## config.mk

```make
export PLATFORM = sky130hd
export DESIGN_NAME = slow_to_fast_clk_signal
export DESIGN_NICKNAME = d
export VERILOG_FILES = /design/src/rtl/slow_to_fast_clk_signal.sv
export SDC_FILE = /design/constraint.sdc
export NUM_CORES = 1
export LEC_CHECK = 0
export ABC_CLOCK_PERIOD_IN_PS = 2500
export BUFFER_PORTS_ARGS = -buffer_cell sky130_fd_sc_hd__buf_4
export CAP_MARGIN = 20
export CORE_MARGIN = 3
export CORE_UTILIZATION = 35
export CTS_CLUSTER_DIAMETER = 80
export DETAILED_ROUTE_END_ITERATION = 8
export GPL_TIMING_DRIVEN = 0
export PLACE_DENSITY = 0.54
export SETUP_SLACK_MARGIN = 0.15
export SYNTH_ARGS = -nofsm -noshare
export SYNTH_HDL_FRONTEND = slang
export SYNTH_SLANG_ARGS = --single-unit
```

## constraint.sdc

```tcl
create_clock -name clk_fast -period 2.5 [get_ports clk_fast]
set_input_delay 0.375 -clock clk_fast [delete_from_list [all_inputs] [get_ports clk_fast]]
set_output_delay 0.375 -clock clk_fast [all_outputs]
set_load 0.05 [all_outputs]
```

## src/rtl/slow_to_fast_clk_signal.sv

```systemverilog
// Moves a slow-domain event onto clk_fast: synchronizer chain, consecutive-sample
// glitch filter, then a one-shot FSM issuing one fixed-width pulse per event.
module slow_to_fast_clk_signal #(
   parameter int SYNC_STAGES   = 2,
   parameter int FILTER_CYCLES = 1,
   parameter int PULSE_CYCLES  = 1,
   parameter int CNT_W         = 8
) (
   input  logic             clk_fast,
   input  logic             reset,
   input  logic             signal_in,
   output logic             signal_out,
   output logic             busy,
   output logic [CNT_W-1:0] event_count
);

   localparam int FILT_W  = (FILTER_CYCLES > 1) ? $clog2(FILTER_CYCLES) : 1;
   localparam int PULSE_W = (PULSE_CYCLES > 1) ? $clog2(PULSE_CYCLES) : 1;
   localparam logic [FILT_W-1:0]  FILT_LAST  = FILT_W'(FILTER_CYCLES - 1);
   localparam logic [PULSE_W-1:0] PULSE_LAST = PULSE_W'(PULSE_CYCLES - 1);

   typedef enum logic [1:0] {
      IDLE     = 2'd0,
      PULSE    = 2'd1,
      WAIT_LOW = 2'd2
   } state_t;

   logic [SYNC_STAGES-1:0] sync_q;
   logic [SYNC_STAGES-1:0] sync_d;
   logic                   sync;

   state_t                 state_q;
   logic [FILT_W-1:0]      filt_cnt_q;
   logic [PULSE_W-1:0]     pulse_cnt_q;
   logic                   signal_out_q;
   logic [CNT_W-1:0]       event_count_q;

   assign sync_d = {sync_q[SYNC_STAGES-2:0], signal_in};
   assign sync   = sync_q[SYNC_STAGES-1];

   // NOTE: state uses non-blocking assignments so every flop samples pre-edge values.
   always_ff @(posedge clk_fast or posedge reset) begin
      if (reset) begin
         sync_q <= '0;
      end else begin
         sync_q <= sync_d;
      end
   end

   always_ff @(posedge clk_fast or posedge reset) begin
      if (reset) begin
         state_q       <= IDLE;
         filt_cnt_q    <= '0;
         pulse_cnt_q   <= '0;
         signal_out_q  <= 1'b0;
         event_count_q <= '0;
      end else begin
         case (state_q)
            IDLE: begin
               if (!sync) begin
                  filt_cnt_q <= '0;
               end else if (filt_cnt_q == FILT_LAST) begin
                  state_q       <= PULSE;
                  filt_cnt_q    <= '0;
                  pulse_cnt_q   <= '0;
                  signal_out_q  <= 1'b1;
                  event_count_q <= event_count_q + CNT_W'(1);
               end else begin
                  filt_cnt_q <= filt_cnt_q + FILT_W'(1);
               end
            end
            // Input is deliberately ignored here so a short source cannot shorten the pulse.
            PULSE: begin
               if (pulse_cnt_q == PULSE_LAST) begin
                  state_q      <= WAIT_LOW;
                  signal_out_q <= 1'b0;
               end else begin
                  pulse_cnt_q <= pulse_cnt_q + PULSE_W'(1);
               end
            end
            WAIT_LOW: begin
               if (sync) begin
                  filt_cnt_q <= '0;
               end else if (filt_cnt_q == FILT_LAST) begin
                  state_q    <= IDLE;
                  filt_cnt_q <= '0;
               end else begin
                  filt_cnt_q <= filt_cnt_q + FILT_W'(1);
               end
            end
            default: begin
               state_q      <= IDLE;
               filt_cnt_q   <= '0;
               signal_out_q <= 1'b0;
            end
         endcase
      end
   end

   assign signal_out  = signal_out_q;
   assign busy        = (state_q != IDLE);
   assign event_count = event_count_q;

endmodule

```

==> flow_summary.ini, run 1 <==
[status]
status = complete, no violations

[routing]
postRouteAntennaNets = 0
drt_first_pass_iters = 2
vias = 356
wl_per_cell_um = 12.30
wirelength_um = 910
vias_per_cell = 4.811
drc = 0
drt_iter0_markers = 5

[grt]
grt_pass1_wl_um = 1511
grt_max_degree = 14
grt.overflow.total = 0
grt.total_usage = 0.1065
grt_pass1_vias = 351
antenna_found_initial = 0

[die]
ios = 13
core-area_um2 = 1334
die-area_um2 = 1957
start_util = 0.3837
die_x_um = 44.24
num_rows = 13
fp.dieH_um = 44.24

[worst_setup_path]
critPathArrivalTime_ns = 1.17
ff2ff_path_depth = 5
crit_type = flop to output pin
rrSetupSlack_ns = 0.97
cp_max_fo = 4
cp.required_ns = 2.12
r2r_start = state_q[0]
cp-start-kind = flop
worstReg2RegEnd = event_count[4]
endpoint_kind = output pin

[power_and_ir_drop]
vdd_drop_max_mv = 0.7109
power_density_nw_per_um2 = 1422
p_sw_mw = 0.4464
leakage_nw = 0.3409
p_sw_frac = 0.4842
combPwrFrac = 0.478
clockPowerShare = 0.135
intPower_mw = 0.4755
p_seq_frac = 0.386

[sta]
timing.final.crit_share = 0.6192
worstMarginPinSlew_ns = 0.4864
setup_viol = 0
rsz0062_at_grt = no
slew_viol_final = 0
fin_tns_setup_ns = 0
clock.fmax_ghz = 0.6460
slew-limit-headroom = 0.6754
finClkSkew_ns = 0.0006326
fin_crit_ns = 1.548
hold-worst-slack_ns = 0.1230
hold_viol = 0

[placement]
finalWeightedCongestion = 0.7531
dp_cells = 70
place.detailed.hpwl_um = 663.1
numPortBuffers = 12

[cts]
tritoncts = done
cts_resized = 0
clock_latency_ns = 0.27
clockBufferDepth = 2
post_cts_buffers = 0
cts_max_level = 1
clk_pin_slew_ns = 0.08
clockRootBuffer = clkbuf_4
clock-sinks = 13
ctsHoldBuffers = 0
cts_inserted_buffers = 3

[cells_and_area]
layout-drive-gt1-share = 0.3051
diodes = 0
layout.nets = 64
fillers = 127
fin_cells = 74
syn_to_final_growth_pct = 26.65
finalCoreUtilization = 0.4859

[logic_synthesis]
syn-cell-area_um2 = 511.7
yosysUniqueCellTypes = 16
yosysTopAreaCell = dfrtp_1
syn_avg_cell_area_um2 = 11.90
syn_nets = 47
ys_seq_area_frac = 0.6357
synthCells = 43
yosys-top-cells-area = dfrtp_1 (64%), xnor2_1 (6.8%), xor2_1 (5.1%)
ys_ff_latch = 13
yosys_warnings = 0
synth_top_area_frac = 0.6357

[hold_path]
hold_path.class = primary input to async pin

[flow_run]
drv_cap = 0
==> worst max path at each step <==
| stage | from | to | slack (ns) | cells after the start |
|---|---|---|---|---|
| final | state_q[0] | busy | 0.95 | 2 |
| after global routing | state_q[0] | event_count[4] | 0.83 | 5 |
| after CTS | state_q[0] | busy | 0.94 | 2 |
| after detailed placement | state_q[0] | event_count[4] | 0.97 | 5 |
| after global placement | state_q[0] | event_count[4] | 1.04 | 5 |
| after floorplan | state_q[0] | event_count[4] | 1.08 | 5 |
==> power by group through the flow <==
| stage | combinational [mW] | clock [mW] | sequential (mW) |
|---|---|---|---|
| 2_1_floorplan | 0.146 | 0 | 0.519 |
| 3_3_place_gp | 0.440 | 0 | 0.349 |
| 3_5_place_dp | 0.445 | 0 | 0.358 |
| 4_1_cts | 0.446 | 0.128 | 0.355 |
| 5_1_grt | 0.471 | 0.138 | 0.366 |
| 6_report | 0.441 | 0.125 | 0.356 |
==> sequential cells by signal, summed over array words and instances, names as in the netlist <==
name         cells
sync_q           2
signal_out       1
event_count      8
state_q          2
==> stage by stage <==
stage	cell area, µm²	power, mW	setup slack [ns]
floorplan	511.7	0.6646	1.083
global placement	620.6	0.7888	1.037
detailed placement	620.6	0.8033	0.9716
CTS	648.1	0.9286	0.9448
global route	648.1	0.9750	0.8253
finish	648.1	0.9219	0.9520
==> cell families (layout without fill, tap and decap cells) <==
| kind of cell | after synthesis | in the layout | synth area share |
|---|---|---|---|
| buffers and inverters | 4 | 20 | 0.03177 |
| muxes | 1 | 1 | 0.01956 |
| xor gates and xnor gates | 7 | 7 | 0.1198 |
| DFF | 13 | 13 | 0.6357 |
| and+or+nand+nor | 16 | 16 | 0.1589 |
| adders and majority gates | 1 | 1 | 0.02445 |
| AOI/OAI and AO/OA | 1 | 1 | 0.009771 |
==> per-layer routing <==
layer  track usage  share of wire  vias to the layer above
met5             0              0                        -
met4       0.05422         0.0055                        0
met3       0.02439          0.053                        2
met2        0.1628           0.47                        9
met1        0.1410           0.46                      174
li1              -              -                      171
==> Yosys cell counts (all sizes together) <==
cell,number
or2,1
nand2,6
nand3,1
xnor2,4
nor2,1
and3,1
o21ai,1
mux2i,1
nand4,3
dfrtp,13
ha,1
nor3,2
xor2,3
clkbuf,1
or3b,1
inv,3
==> worst max-delay path, cell delays in order, from the launching register on <==
cell     delay (ns)
dfrtp_1        0.41
or2_2          0.30
buf_4          0.19
==> cell type report <==
cell class | instances | area, µm² | share of cell area
Timing Repair Buffer | 12 | 90.09 | 0.1390
Buffer | 1 | 5.005 | 0.007722
Clock inverter | 1 | 5.005 | 0.007722
Tap cell | 15 | 18.77 | 0.02896
Multi-Input combinational cell | 26 | 170.2 | 0.2625
Inverter | 3 | 11.26 | 0.01737
Clock buffer | 3 | 22.52 | 0.03475
Sequential cell | 13 | 325.3 | 0.5019
==> placed cells by master, fill, tap and decap left out <==
| cell | n |
|---|---|
| inv_1 | 3 |
| xor2_1 | 3 |
| nand4_1 | 3 |
| xnor2_1 | 4 |
| or3b_1 | 1 |
| nor2_1 | 1 |
| o21ai_0 | 1 |
| and3_1 | 1 |
| clkbuf_4 | 3 |
| buf_4 | 12 |
| clkinv_2 | 1 |
| nand3_1 | 1 |
| mux2i_1 | 1 |
| clkbuf_2 | 1 |
| ha_1 | 1 |
| or2_2 | 1 |
| nor3_1 | 2 |
| dfrtp_1 | 13 |
| nand2_1 | 6 |
Power figures use the tool's default switching activity.
==> run 2: changes to the inputs <==
--- a/config.mk
+++ b/config.mk
@@ -5,7 +5,7 @@
 export SDC_FILE = /design/constraint.sdc
 export NUM_CORES = 1
 export LEC_CHECK = 0
-export ABC_CLOCK_PERIOD_IN_PS = 2500
+export ABC_CLOCK_PERIOD_IN_PS = 1500
 export BUFFER_PORTS_ARGS = -buffer_cell sky130_fd_sc_hd__buf_4
 export CAP_MARGIN = 20
 export CORE_MARGIN = 3
==> constraint.sdc (replaced) <==
create_clock -name clk_fast -period 1.5 [get_ports clk_fast]
set_input_delay 0.225 -clock clk_fast [delete_from_list [all_inputs] [get_ports clk_fast]]
set_output_delay 0.225 -clock clk_fast [all_outputs]
set_load 0.05 [all_outputs]
==> flow_summary.ini, run 2 (synthesis gave the netlist of run 1 again) <==
[status]
status = complete, no violations

[routing]
drt_iter0_markers = 3
postRouteAntennaNets = 0
vias_per_cell = 4.679
vias = 379
wl_per_cell_um = 11.28
drt_first_pass_iters = 2
drc = 0
wirelength_um = 914

[die]
core-area_um2 = 1334
die_x_um = 44.24
num_rows = 13
fp.dieH_um = 44.24
die-area_um2 = 1957
start_util = 0.3837
ios = 13

[power_and_ir_drop]
p_sw_frac = 0.4626
combPwrFrac = 0.527
total_power_mw = 1.683
power_density_nw_per_um2 = 2300
p_sw_mw = 0.7788
p_seq_frac = 0.346
clockPowerShare = 0.126
intPower_mw = 0.9046
vdd_drop_max_mv = 1.148
leakage_nw = 0.3785

[worst_setup_path]
critPathArrivalTime_ns = 1.56
rrSetupSlack_ns = 0.10
endpoint_kind = flop
cp.required_ns = 1.66
cpPeakStageDelay_ns = 0.41
crit_start = state_q[1]
cp_max_fo = 6
r2r_start = state_q[1]
path_cells = or3b_4, buf_8, inv_4, nand4_1, xnor2_1
ff2ff_path_depth = 5
worstReg2RegEnd = event_count[4]
cp-start-kind = flop
crit_type = flop to flop
slowest_stage = or3b_4

[sta]
slew-limit-headroom = 0.6892
clock.fmax_ghz = 0.7146
slew_viol_final = 0
hold_viol = 0
hold-worst-slack_ns = 0.05192
timing.final.crit_share = 0.9330
fin_tns_setup_ns = 0
fin_crit_ns = 1.399
setup_viol = 0
rsz0062_at_grt = yes
fin_ws_ns = 0.1006
worstMarginPinSlew_ns = 0.4657
finClkSkew_ns = 0.007828

[cells_and_area]
final_common_cell = buf_4
regArea_um2 = 325.3
layout-drive-gt1-share = 0.4242
finalCoreUtilization = 0.5488
fillers = 121
largest_reg_flops = 8
syn_to_final_growth_pct = 43.03
layout_common_cells = buf_4 (17), dfrtp_1 (13), nand2_1 (6)
layout.nets = 71
diodes = 0
multi_input_area_um2 = 182.7

[placement]
place.detailed.hpwl_um = 651.8
finalWeightedCongestion = 0.7365
place_ws_ns = 0.07517
numPortBuffers = 12

[hold_path]
hp-start = signal_in
hold_path_depth = 1
holdPathEnd = sync_q[0]
hold_path.class = primary input to flop

[cts]
clock_latency_ns = 0.28
clock-sinks = 13
clockRootBuffer = clkbuf_4
clk_pin_slew_ns = 0.08
tritoncts = done
clockBufferDepth = 2
cts_inserted_buffers = 3
cts_max_level = 1

[grt]
grt_pass1_wl_um = 1504
antenna_found_initial = 0
grt.overflow.total = 0
grt_max_degree = 14
grt_pass1_vias = 365
grt.total_usage = 0.1097

[flow_run]
drv_cap = 0
-- run 2: cell types whose count changed in the layout (fill, tap and decap cells not counted) --
cell,previous run,this run
buf_4,12,17
buf_6,0,1
buf_8,0,1
clkbuf_2,1,0
dlygate4sd3_1,0,1
inv_1,3,2
inv_4,0,1
nor3_1,2,0
nor3_2,0,2
or3b_1,1,0
or3b_4,0,1
-- run 2: worst max path at each step --
| stage | endpoint | slack (ns) | depth (start not counted) |
|---|---|---|---|
| 2_1_floorplan | event_count[4] | 0.13 | 5 |
| 3_3_place_gp | event_count[7] | 0.11 | 4 |
| 3_5_place_dp | event_count[5] | 0.08 | 4 |
| 4_1_cts | event_count[4] | 0.08 | 5 |
| 5_1_grt | event_count[4] | 0.02 | 5 |
| 6_report | event_count[4] | 0.10 | 5 |
-- run 2: power groups by stage --
stage                     combinational, mW  clock (mW)  sequential, mW
after detailed placement              0.762           0           0.594
final                                 0.888       0.213           0.583
after global routing                  0.932       0.233           0.606
after floorplan                       0.265           0           0.865
after global placement                0.756           0           0.582
after CTS                             0.846       0.222           0.585
-- run 2: metal layers --
metal	wire length (µm)	vias up	global-route usage
li1	-	188	-
met2	427	9	0.1570
met5	0	-	0
met1	433	180	0.1403
met3	47	2	0.02439
met4	5	0	0.09036
-- run 2: what timing repair did --
action | in CTS | in global routing
buffers inserted | 4 | 2
endpoints found under the setup margin | 6 | 9
pin swaps | 2 | 3
hold buffers | 1 | 0
hold endpoints to repair | 13 | 0
resized for setup | 3 | 2
-- run 2: final cells by class --
class                      instances  area share
inverter                           3     0.01880
clock buffer                       3     0.03077
multi-input combinational         26      0.2496
clock inverter                     1    0.006838
sequential                        13      0.4444
timing repair buffer              19      0.2034
tap                               15     0.02564
buffer                             1     0.02051
-- run 2: through the flow --
stage | cell area [µm²] | cells
2_1_floorplan | 523.0 | 43
4_1_cts | 713.2 | 79
5_1_grt | 732.0 | 81
3_5_place_dp | 631.9 | 70
6_report | 732.0 | 81
3_3_place_gp | 631.9 | 70
-- run 2: worst max-delay path: cells and delay by family, from the launching register on --
kind                   cells  cell delay [ns]
XOR/XNOR                   1             0.16
buffers and inverters      2             0.19
flip-flops                 1             0.40
AND/OR/NAND/NOR            2             0.53
==> run 3: changes to the inputs <==
--- a/config.mk
+++ b/config.mk
@@ -12,7 +12,7 @@
 export CORE_UTILIZATION = 35
 export CTS_CLUSTER_DIAMETER = 80
 export DETAILED_ROUTE_END_ITERATION = 8
-export GPL_TIMING_DRIVEN = 0
+export GPL_TIMING_DRIVEN = 1
 export PLACE_DENSITY = 0.54
 export SETUP_SLACK_MARGIN = 0.15
 export SYNTH_ARGS = -nofsm -noshare
==> flow_summary.ini, run 3 (synthesis gave the netlist of run 1 again) <==
[sta]
slew_viol_final = 0
rsz0062_at_grt = yes
slew-limit-headroom = 0.6742
fin_tns_setup_ns = 0
fin_crit_ns = 1.384
fin_ws_ns = 0.1161
timing.final.crit_share = 0.9226
hold_viol = 0
finClkSkew_ns = 0.006255
worstMarginPinSlew_ns = 0.4882
setup_viol = 0
clock.fmax_ghz = 0.7226

[hold_path]
hold_path.class = primary input to flop
hp-start = signal_in
holdPathEnd = sync_q[0]
hold_path_depth = 1

[worst_setup_path]
rrSetupSlack_ns = 0.15
cpPeakStageDelay_ns = 0.40
cp.required_ns = 1.27
ff2ff_path_depth = 4
slowest_stage = dfrtp_1
r2r_start = state_q[1]
endpoint_kind = output pin
path_cells = buf_6, or2_4, buf_8
cp_max_fo = 3
crit_type = flop to output pin
worstReg2RegEnd = event_count[4]
cp-start-kind = flop
critPathArrivalTime_ns = 1.16

[cts]
cts_inserted_buffers = 3
clockBufferDepth = 2
clock_latency_ns = 0.27
clockRootBuffer = clkbuf_4
clk_pin_slew_ns = 0.07
cts_max_level = 1
clock-sinks = 13
tritoncts = done

[cells_and_area]
layout-drive-gt1-share = 0.3710
layout_common_cells = dfrtp_1 (13), buf_4 (13), nand2_1 (6)
largest_reg_flops = 8
syn_to_final_growth_pct = 38.63
fillers = 129
layout.nets = 67
diodes = 0

[die]
core-area_um2 = 1334
die_x_um = 44.24
start_util = 0.3837
num_rows = 13
fp.dieH_um = 44.24
die-area_um2 = 1957
ios = 13

[power_and_ir_drop]
p_sw_mw = 0.7741
combPwrFrac = 0.517
vdd_drop_max_mv = 1.192
p_sw_frac = 0.4696
power_density_nw_per_um2 = 2324
clockPowerShare = 0.127
intPower_mw = 0.8745
leakage_nw = 0.3682
p_seq_frac = 0.356

[routing]
postRouteAntennaNets = 0
vias_per_cell = 4.857
drt_iter0_markers = 5
drt_first_pass_iters = 4
wl_per_cell_um = 12.18
wirelength_um = 938
vias = 374
drc = 0

[grt]
grt_pass1_vias = 334
grt.total_usage = 0.1057
antenna_found_initial = 0
grt.overflow.total = 0
grt_pass1_wl_um = 1490
grt_max_degree = 14

[status]
status = complete, no violations

[placement]
numPortBuffers = 12
finalWeightedCongestion = 0.7823
place_ws_ns = 0.06535

[flow_run]
drv_cap = 0
-- run 3: metrics by stage --
stage | instance area (µm²) | power [mW] | util | hold slack, ns | instances
floorplan | 523.0 | 1.130 | - | 0.1020 | 43
global placement | 625.6 | 1.337 | 0.4690 | 0.2614 | 70
detailed placement | 625.6 | 1.352 | 0.4690 | 0.2797 | 70
CTS | 683.2 | 1.628 | 0.5122 | 0.05672 | 75
global route | 709.4 | 1.738 | 0.5319 | 0.04123 | 77
finish | 709.4 | 1.649 | 0.5319 | 0.06155 | 77
-- run 3: layout make-up --
type | count | area (µm²) | share of cell area
inverters | 3 | 13.76 | 0.01940
flip-flops and latches | 13 | 325.3 | 0.4586
well taps | 15 | 18.77 | 0.02646
repair buffers | 16 | 133.9 | 0.1887
clock buffers | 4 | 26.28 | 0.03704
multi-input cells | 26 | 191.4 | 0.2698
-- run 3: worst max-delay path by stage --
stage	from	end	slack, ns	cells past startpoint
global route	state_q[0]	busy	0.06	3
floorplan	state_q[1]	event_count[4]	0.13	5
detailed placement	state_q[1]	event_count[4]	0.07	4
finish	state_q[0]	busy	0.12	3
CTS	state_q[0]	busy	0.10	3
global placement	state_q[1]	event_count[7]	0.08	3
-- run 3: layer usage --
| metal | global-route usage | vias up | part of all wire |
|---|---|---|---|
| li1 | - | 179 | - |
| met1 | 0.1531 | 178 | 0.47 |
| met2 | 0.1337 | 13 | 0.46 |
| met3 | 0.02846 | 4 | 0.058 |
| met4 | 0.07229 | 0 | 0.017 |
| met5 | 0 | - | 0 |
-- run 3: power groups by stage --
stage,logic (mW),clock network [mW],registers [mW]
2_1_floorplan,0.265,0,0.865
3_3_place_gp,0.756,0,0.581
3_5_place_dp,0.761,0,0.590
4_1_cts,0.824,0.216,0.588
5_1_grt,0.892,0.240,0.607
6_report,0.852,0.209,0.587
-- run 3: worst max-delay path: cells and delay by family, from the launching register on --
kind | cells | cell delay [ns]
flip-flops | 1 | 0.40
buffers and inverters | 2 | 0.27
AND/OR/NAND/NOR | 1 | 0.22
-- run 3: timing repair --
action | 4_1_cts | 5_1_grt
setup endpoints to repair | 6 | 5
endpoints found under the hold margin | 13 | 0
buffers inserted | 0 | 2
hold buffers | 1 | 0
pin swaps | 1 | 2
resized for setup | 6 | 2
